--- config.mk ---
export PLATFORM = sky130hd
export DESIGN_NAME = flag_cond_unit
export DESIGN_NICKNAME = d
export VERILOG_FILES = /design/src/rtl/cpu_pkg.sv /design/src/rtl/cond_eval.sv /design/src/rtl/flag_cond_unit.sv
export SDC_FILE = /design/constraint.sdc
export NUM_CORES = 1
export LEC_CHECK = 0
export ABC_AREA = 1
export CAP_MARGIN = 20
export CELL_PAD_IN_SITES_DETAIL_PLACEMENT = 0
export CELL_PAD_IN_SITES_GLOBAL_PLACEMENT = 1
export CORE_MARGIN = 4
export CORE_UTILIZATION = 28
export DETAILED_ROUTE_END_ITERATION = 8
export PLACE_DENSITY = 0.88
export SLEW_MARGIN = 20
export SYNTH_ARGS = -nofsm -noshare
export SYNTH_HDL_FRONTEND = slang
export SYNTH_HIERARCHICAL = 1
export SYNTH_SLANG_ARGS = --single-unit
--- constraint.sdc ---
create_clock -name clk -period 2.2 [get_ports clk]
set_clock_uncertainty 0.05 [all_clocks]
set_input_delay 0.44 -clock clk [delete_from_list [all_inputs] [get_ports clk]]
set_output_delay 0.44 -clock clk [all_outputs]
set_load 0.02 [all_outputs]
--- src/rtl/cpu_pkg.sv ---
// Shared CPU definitions: NZCV bit positions and ARM condition-field encodings.
// Imported by the flag/condition unit and by any other condition consumer.
package cpu_pkg;

    localparam int F_N = 3;
    localparam int F_Z = 2;
    localparam int F_C = 1;
    localparam int F_V = 0;

    localparam logic [3:0] COND_EQ = 4'h0;
    localparam logic [3:0] COND_NE = 4'h1;
    localparam logic [3:0] COND_CS = 4'h2;
    localparam logic [3:0] COND_CC = 4'h3;
    localparam logic [3:0] COND_MI = 4'h4;
    localparam logic [3:0] COND_PL = 4'h5;
    localparam logic [3:0] COND_VS = 4'h6;
    localparam logic [3:0] COND_VC = 4'h7;
    localparam logic [3:0] COND_HI = 4'h8;
    localparam logic [3:0] COND_LS = 4'h9;
    localparam logic [3:0] COND_GE = 4'hA;
    localparam logic [3:0] COND_LT = 4'hB;
    localparam logic [3:0] COND_GT = 4'hC;
    localparam logic [3:0] COND_LE = 4'hD;
    localparam logic [3:0] COND_AL = 4'hE;
    localparam logic [3:0] COND_NV = 4'hF;

endpackage

--- src/rtl/cond_eval.sv ---
// ARM condition-code evaluator: 4-bit cond field against NZCV flags.
// Latency: combinational.
// Backpressure: none.
module cond_eval
    import cpu_pkg::*;
#(
    parameter bit NV_PASS = 1'b0
) (
    input  logic [3:0] cond,
    input  logic [3:0] nzcv,
    output logic       pass
);

    logic n, z, c, v;

    assign n = nzcv[F_N];
    assign z = nzcv[F_Z];
    assign c = nzcv[F_C];
    assign v = nzcv[F_V];

    always_comb begin
        pass = NV_PASS;
        case (cond)
            COND_EQ: pass = z;
            COND_NE: pass = !z;
            COND_CS: pass = c;
            COND_CC: pass = !c;
            COND_MI: pass = n;
            COND_PL: pass = !n;
            COND_VS: pass = v;
            COND_VC: pass = !v;
            COND_HI: pass = c & !z;
            COND_LS: pass = !c | z;
            COND_GE: pass = (n == v);
            COND_LT: pass = (n != v);
            COND_GT: pass = !z & (n == v);
            COND_LE: pass = z | (n != v);
            COND_AL: pass = 1'b1;
            default: pass = NV_PASS;
        endcase
    end

endmodule

--- src/rtl/flag_cond_unit.sv ---
// NZCV flag register, in-flight flag-op tracking and condition evaluation for issue.
// Latency: condition result 1 cycle after accept; flag writes visible next cycle.
// Backpressure: cond_ready drops on a flag hazard or a held result; issue_ok drops when MAX_PEND ops are in flight.
module flag_cond_unit
    import cpu_pkg::*;
#(
    parameter int MAX_PEND = 3,
    parameter bit BYPASS   = 1'b1,
    parameter bit NV_PASS  = 1'b0
) (
    input  logic       clk,
    input  logic       rst,
    input  logic       issue_set,
    output logic       issue_ok,
    input  logic       alu_we,
    input  logic [3:0] alu_nzcv,
    input  logic       msr_we,
    input  logic [3:0] msr_nzcv,
    input  logic       cond_valid,
    input  logic [3:0] cond,
    output logic       cond_ready,
    output logic       res_valid,
    output logic       res_pass,
    input  logic       res_ready,
    output logic [3:0] nzcv_q,
    output logic       c_flag,
    output logic       v_flag,
    output logic       pend_err
);

    localparam int PW = $clog2(MAX_PEND + 1);
    localparam logic [PW-1:0] PEND_MAX = PW'(MAX_PEND);
    localparam logic [PW-1:0] PEND_ONE = PW'(1);

    logic [PW-1:0] pend_cnt;
    logic          byp;
    logic          hz;
    logic          accept;
    logic          eval_pass;
    logic [3:0]    eval_nzcv;

    // A retiring ALU write frees a slot in the same cycle, so it can admit a new issue.
    assign issue_ok   = (pend_cnt < PEND_MAX) | alu_we;
    assign byp        = BYPASS && alu_we;
    assign hz         = (pend_cnt > PEND_ONE) | ((pend_cnt == PEND_ONE) & !byp);
    assign cond_ready = !hz & (!res_valid | res_ready);
    assign accept     = cond_valid & cond_ready;
    assign eval_nzcv  = byp ? alu_nzcv : nzcv_q;

    assign c_flag = nzcv_q[F_C];
    assign v_flag = nzcv_q[F_V];

    cond_eval #(
        .NV_PASS (NV_PASS)
    ) u_cond_eval (
        .cond (cond),
        .nzcv (eval_nzcv),
        .pass (eval_pass)
    );

    always_ff @(posedge clk) begin
        if (rst) begin
            nzcv_q <= 4'h0;
        end else if (alu_we) begin
            nzcv_q <= alu_nzcv;
        end else if (msr_we) begin
            nzcv_q <= msr_nzcv;
        end
    end

    always_ff @(posedge clk) begin
        if (rst) begin
            pend_cnt <= '0;
            pend_err <= 1'b0;
        end else begin
            pend_err <= alu_we & !issue_set & (pend_cnt == '0);
            if (issue_set & issue_ok & !alu_we) begin
                pend_cnt <= pend_cnt + PEND_ONE;
            end else if (alu_we & !issue_set & (pend_cnt != '0)) begin
                pend_cnt <= pend_cnt - PEND_ONE;
            end
        end
    end

    always_ff @(posedge clk) begin
        if (rst) begin
            res_valid <= 1'b0;
            res_pass  <= 1'b0;
        end else if (accept) begin
            res_valid <= 1'b1;
            res_pass  <= eval_pass;
        end else if (res_ready) begin
            res_valid <= 1'b0;
        end
    end

endmodule

Word level (Yosys, flattened, before mapping)
Cells that the tools add are included.

Flip-flop bits (word level): 9. Output and inout port bits: 11. Word-level logic and storage cells: 63.

Add/subtract/negate cells: 2. Order comparisons: 2. Equal/unequal tests: 17. Muxes and demuxes: 8. Bitwise operators: 15. Reduce and logical (&&, ||, !) cells: 14.

Operators with widths (number): $eq 4x4->1 const B (7); $eq 4x3->1 const B (4); $pmux 1 s15 (1); $mux 4 (3); $and 1x1->1 (10); $eq 4x2->1 const B (2); $logic_not 1->1 (8); $reduce_bool 2->1 (4); $or 1x1->1 (5); $eq 4x1->1 const B (1); $logic_not 4->1 (1); $mux 2 (2); $add 2x1->2 const B (1); $eq 2x1->1 const B (1); $gt 2x1->1 const B (1); $logic_not 2->1 (1); $lt 2x2->1 const B (1); $mux 1 (2); $sub 2x1->2 const B (1); $eq 1x1->1 (1); $ne 1x1->1 (1).

Logic depth before layout (Yosys ltp)
Depth after elaboration: 7. Depth in mapped cells: 15. Depth with buffers taken out: 15.

By module
The synthesis kept the hierarchy.

Modules (own cells, without submodules): flag_cond_unit (times used 1, cells each 81, area each 546.8 µm², seq. area each 180.2 µm²); cond_eval (times used 1, cells each 55, area each 229.0 µm², seq. area each 0.0 µm²).

Worst setup path after synthesis
OpenSTA, ideal clock, no wires.

Path type: input -> register. Start: in alu_we. End: reg res_pass. Library setup time: 110 ps. Arrival time: 1559 ps. Data required time: 2040 ps. Setup slack: 482 ps. Cell stages on the path: 13. Path through: buf_6 > o21ai_0 > inv_1 > nand2_1 > nand3_1 > nand2_1 > nand2_2 > nor2_1 > nand2_1 > inv_1 > nand4_1 > nand2_1 > nor2_1.

RTL lines: from (decl) (RTL line flag_cond_unit.sv:15) `input logic alu_we,`; $mux 4 * (RTL line flag_cond_unit.sv:48) `assign eval_nzcv = byp ? alu_nzcv : nzcv_q;`; named net eval_nzcv[0] (RTL line flag_cond_unit.sv:40) `logic [3:0] eval_nzcv;`; $ne 1x1->1 or $eq 1x1->1 (tied branches); $or 1x1->1 or $and 1x1->1 (tied branches) (RTL line cond_eval.sv:37, cond_eval.sv:36); $pmux 1 s15 * (RTL line cond_eval.sv:23) `case (cond)`; named net eval_pass (RTL line flag_cond_unit.sv:39) `logic eval_pass;`; to (signal assigned) (RTL line flag_cond_unit.sv:91) `res_pass <= eval_pass;`; to (decl) (RTL line flag_cond_unit.sv:23) `output logic res_pass,`.

Mark *: on every way through the listed nets, which the timed path passes. The rest lies on a longest branch. A chain may end at the register's enable or synchronous reset.

Worst setup path after layout
Start: reg pend_cnt[1]. End: out cond_ready.

Longest elaborated chain between the ends: 5.

Ends and longest elaborated chain: from (decl) (RTL line flag_cond_unit.sv:35) `logic [PW-1:0] pend_cnt;`; from (signal assigned) (RTL line flag_cond_unit.sv:78) `pend_cnt <= pend_cnt + PEND_ONE;`; from (signal assigned) (RTL line flag_cond_unit.sv:80) `pend_cnt <= pend_cnt - PEND_ONE;`; $eq 2x1->1 (RTL line flag_cond_unit.sv:45) `assign hz = (pend_cnt > PEND_ONE) | ((pend_cnt == PEND_ONE) & !byp);`; $and 1x1->1 (RTL line flag_cond_unit.sv:45); $or 1x1->1 * (RTL line flag_cond_unit.sv:45); $logic_not 1->1 * (RTL line flag_cond_unit.sv:46) `assign cond_ready = !hz & (!res_valid | res_ready);`; $and 1x1->1 * (RTL line flag_cond_unit.sv:46); to (decl) (RTL line flag_cond_unit.sv:21) `output logic cond_ready,`.

Mark *: on every way between the ends. The rest lies on a longest branch, timed or not.

==> results.yml <==
floorplan:
  ios: 30
  die_w_um: 60.64
  die_h_um: 60.64
  coreArea_sq_um: 2567
  fp-row-count: 18
  initial_utilization_pct: 30.21
  dieArea_sq_um: 3677
global_route:
  grt_overflow: 0
  antenna_found_initial: 0
  use_met1_pct: 16.26
  use_met3_pct: 2.128
  grt_max_degree: 8
  grt_use_met2_pct: 23.82
  busiest_layer: "met2"
  grt_usage_pct: 13.40
  grt_pass1_wl_um: 3781
  grt_pass1_vias: 942
clock_tree:
  cts_root_buffer: "clkbuf_4"
  cts_tree: "built"
  h-tree-depth: 1
  clk_pin_slew_ns: 0.06
  cts_hold_buf: 0
  clock_latency_ns: 0.26
  tritoncts.num_buffers: 3
  post-cts-setup-buffer-count: 0
  clk_path_buf_depth: 2
  cts.sinks: 9
yosys:
  synth_edf_count: 0
  syn_area_per_cell_sq_um: 5.704
  synth_area_leaders: "dfxtp_1, nand2_1, inv_1"
  synthSimpleGateAreaFrac_pct: 44.19
  synth_area_leader_cell: "dfxtp_1"
  synth_xor_area_share_pct: 0
  yosysTopAreaCellShare_pct: 23.23
  synth_mux_area_share_pct: 0
  ys_async_sr_fraction_pct: 0
  synthCells: 136
  ys_ff_latch: 9
  synth_top_family_by_area: "simple AND/OR/NAND/NOR gates"
  ys_seq_area_share_pct: 23.23
  synth.distinct_cells: 21
  synthFlopType: "dfxtp_1"
  synth_warnings: 6
  netlist_area_sq_um: 775.7
  synthAdderAreaFrac_pct: 4.839
  synth_compound_area_share_pct: 10.32
  syn_nets: 158
run_status:
  run_status: "complete, no violations"
detailed_routing:
  wirelength_um: 2196
  route.detailed.drc: 0
  routedWlPerCell_um: 10.56
  dr_total_vias: 948
  dr.pass1.iters: 6
  postRouteAntennaNets: 0
  viasPerCell: 4.558
  drtIter0Drc: 35
power:
  peakVddDrop_v: 0.0004404
  powerDensity_nw_per_um2: 456.3
  p_leak_nw: 0.6176
  fin_total_pwr_mw: 0.5447
cells_and_area:
  final_cell_mix: "nand2_1, inv_1, clkdlybuf4s50_1, nand3_1"
  final_core_util_pct: 46.49
  drive_gt1_share_pct: 11.24
  multiInputGateArea_sq_um: 460.4
  num_antenna_cells: 0
  nFillCells: 284
  fin_area_sq_um: 1194
  syn_to_final_growth_pct: 53.87
  final_nets: 201
  layoutNonFillerInstCount: 208
  final_common_cell: "nand2_1"
  regArea_sq_um: 180.2
run:
  drv_cap: 0
placed_design:
  io_buffers: 29
  place_congestion: 0.8033
  hpwl_um: 1837
  dp.cells: 204
  placed_area_sq_um: 1167
critical_path:
  cp-start-kind: "flip-flop"
  cp-end-kind: "primary output"
  crit_end: "cond_ready"
  timing.rr.end: "res_pass"
  rr_startpoint: "nzcv_q[0]"
  rr_worst_depth: 14
  critPathSlowestCell: "dfxtp_1"
  cp-startpoint: "pend_cnt[1]"
  critical_path.cell_chain: "inv_1, ha_1, nand2_1, o21ai_2, and2_2, dlygate4sd2_1"
  crit_family: "flip-flops"
  worst-path-buf-inv: 2
  worstPathArrival_ns: 1.57
  cp.depth: 6
  r2r_setup_slack_ns: 0.53
  cp_max_fo: 4
  required_ns: 1.71
  crit_type: "reg -> out"
  cpPeakStageDelay_ns: 0.40
sta:
  slew_headroom_pct: 82.83
  hold_viol: 0
  worst_pin_slew_ns: 0.2559
  setup_viol: 0
  max_freq_mhz: 484.8
  min_period_over_period_pct: 93.75
  fin_crit_ns: 2.063
  slew_violations: 0
  rsz0062_at_grt: "false"
  setup_tns_ns: 0
worst_hold_path:
  hold_path_class: "reg -> reg"
final cells by class:
type                            instances  area share, %
Inverter                               29          9.120
Sequential cell                         9          15.09
Timing Repair Buffer                   41          31.87
Multi-Input combinational cell         95          38.57
Tap cell                               30          3.145
Clock buffer                            4          2.201
routing by layer:
layer  routed length [um]  share of wire (%)
met5                    0                  0
met4                   26                1.2
met3                   94                4.3
met2                 1102                 50
met1                  973                 44
worst min path at each step:
stage / startpoint / end / depth (start not counted)
global route: res_pass / res_pass / 4
detailed placement: res_pass / res_pass / 4
global placement: res_pass / res_pass / 4
finish: res_pass / res_pass / 4
CTS: res_pass / res_pass / 4
floorplan: rst / res_valid / 1
through the flow:
stage                     setup slack [ns]  hold WS [ns]
after detailed placement           -0.2293        0.4568
after CTS                          0.04128        0.4676
after floorplan                     0.4816        0.4591
after global routing               0.05499        0.5041
after global placement             -0.2055        0.4538
final                               0.1375        0.4593
worst min-delay path: stages (launching register included):
cell	delay (ns)
dfxtp_1	0.31
inv_1	0.05
nand2_1	0.04
inv_1	0.04
nor2_1	0.03
where the power goes:
group          total (mW)  leakage (nW)  internal (mW)  switching, mW
Clock               0.129        0.0150         0.0700         0.0593
Combinational       0.229         0.528          0.111          0.118
Sequential          0.186        0.0744          0.177        0.00931
Total               0.545         0.618          0.358          0.186
cell usage after synthesis, types with 2 or more instances:
| cell type | instances |
|---|---|
| dfxtp_1 | 9 |
| nor2_1 | 12 |
| a21oi_1 | 4 |
| inv_1 | 26 |
| o21ai_0 | 3 |
| nand2_1 | 42 |
| ha_1 | 3 |
| nand4_1 | 2 |
| buf_4 | 2 |
| clkinv_1 | 3 |
| nand3_1 | 17 |
| o211ai_1 | 4 |
flip-flops by register name (all words and copies together) (netlist names):
signal and cells:
nzcv_q 4, pend_cnt 2, res_pass 1, res_valid 1, pend_err 1
timing repair:
action | 4_1_cts | 5_1_grt
gates cloned | 0 | 0
resized for setup | 2 | 3
endpoints found under the setup margin | 2 | 2
cell families after synthesis:
group	count (synthesis)
buffers and inverters	32
AOI/OAI and AO/OA	13
DFF	9
adders and majority gates	3
and+or+nand+nor	79
No activity file was read; power rests on OpenSTA's default activity.
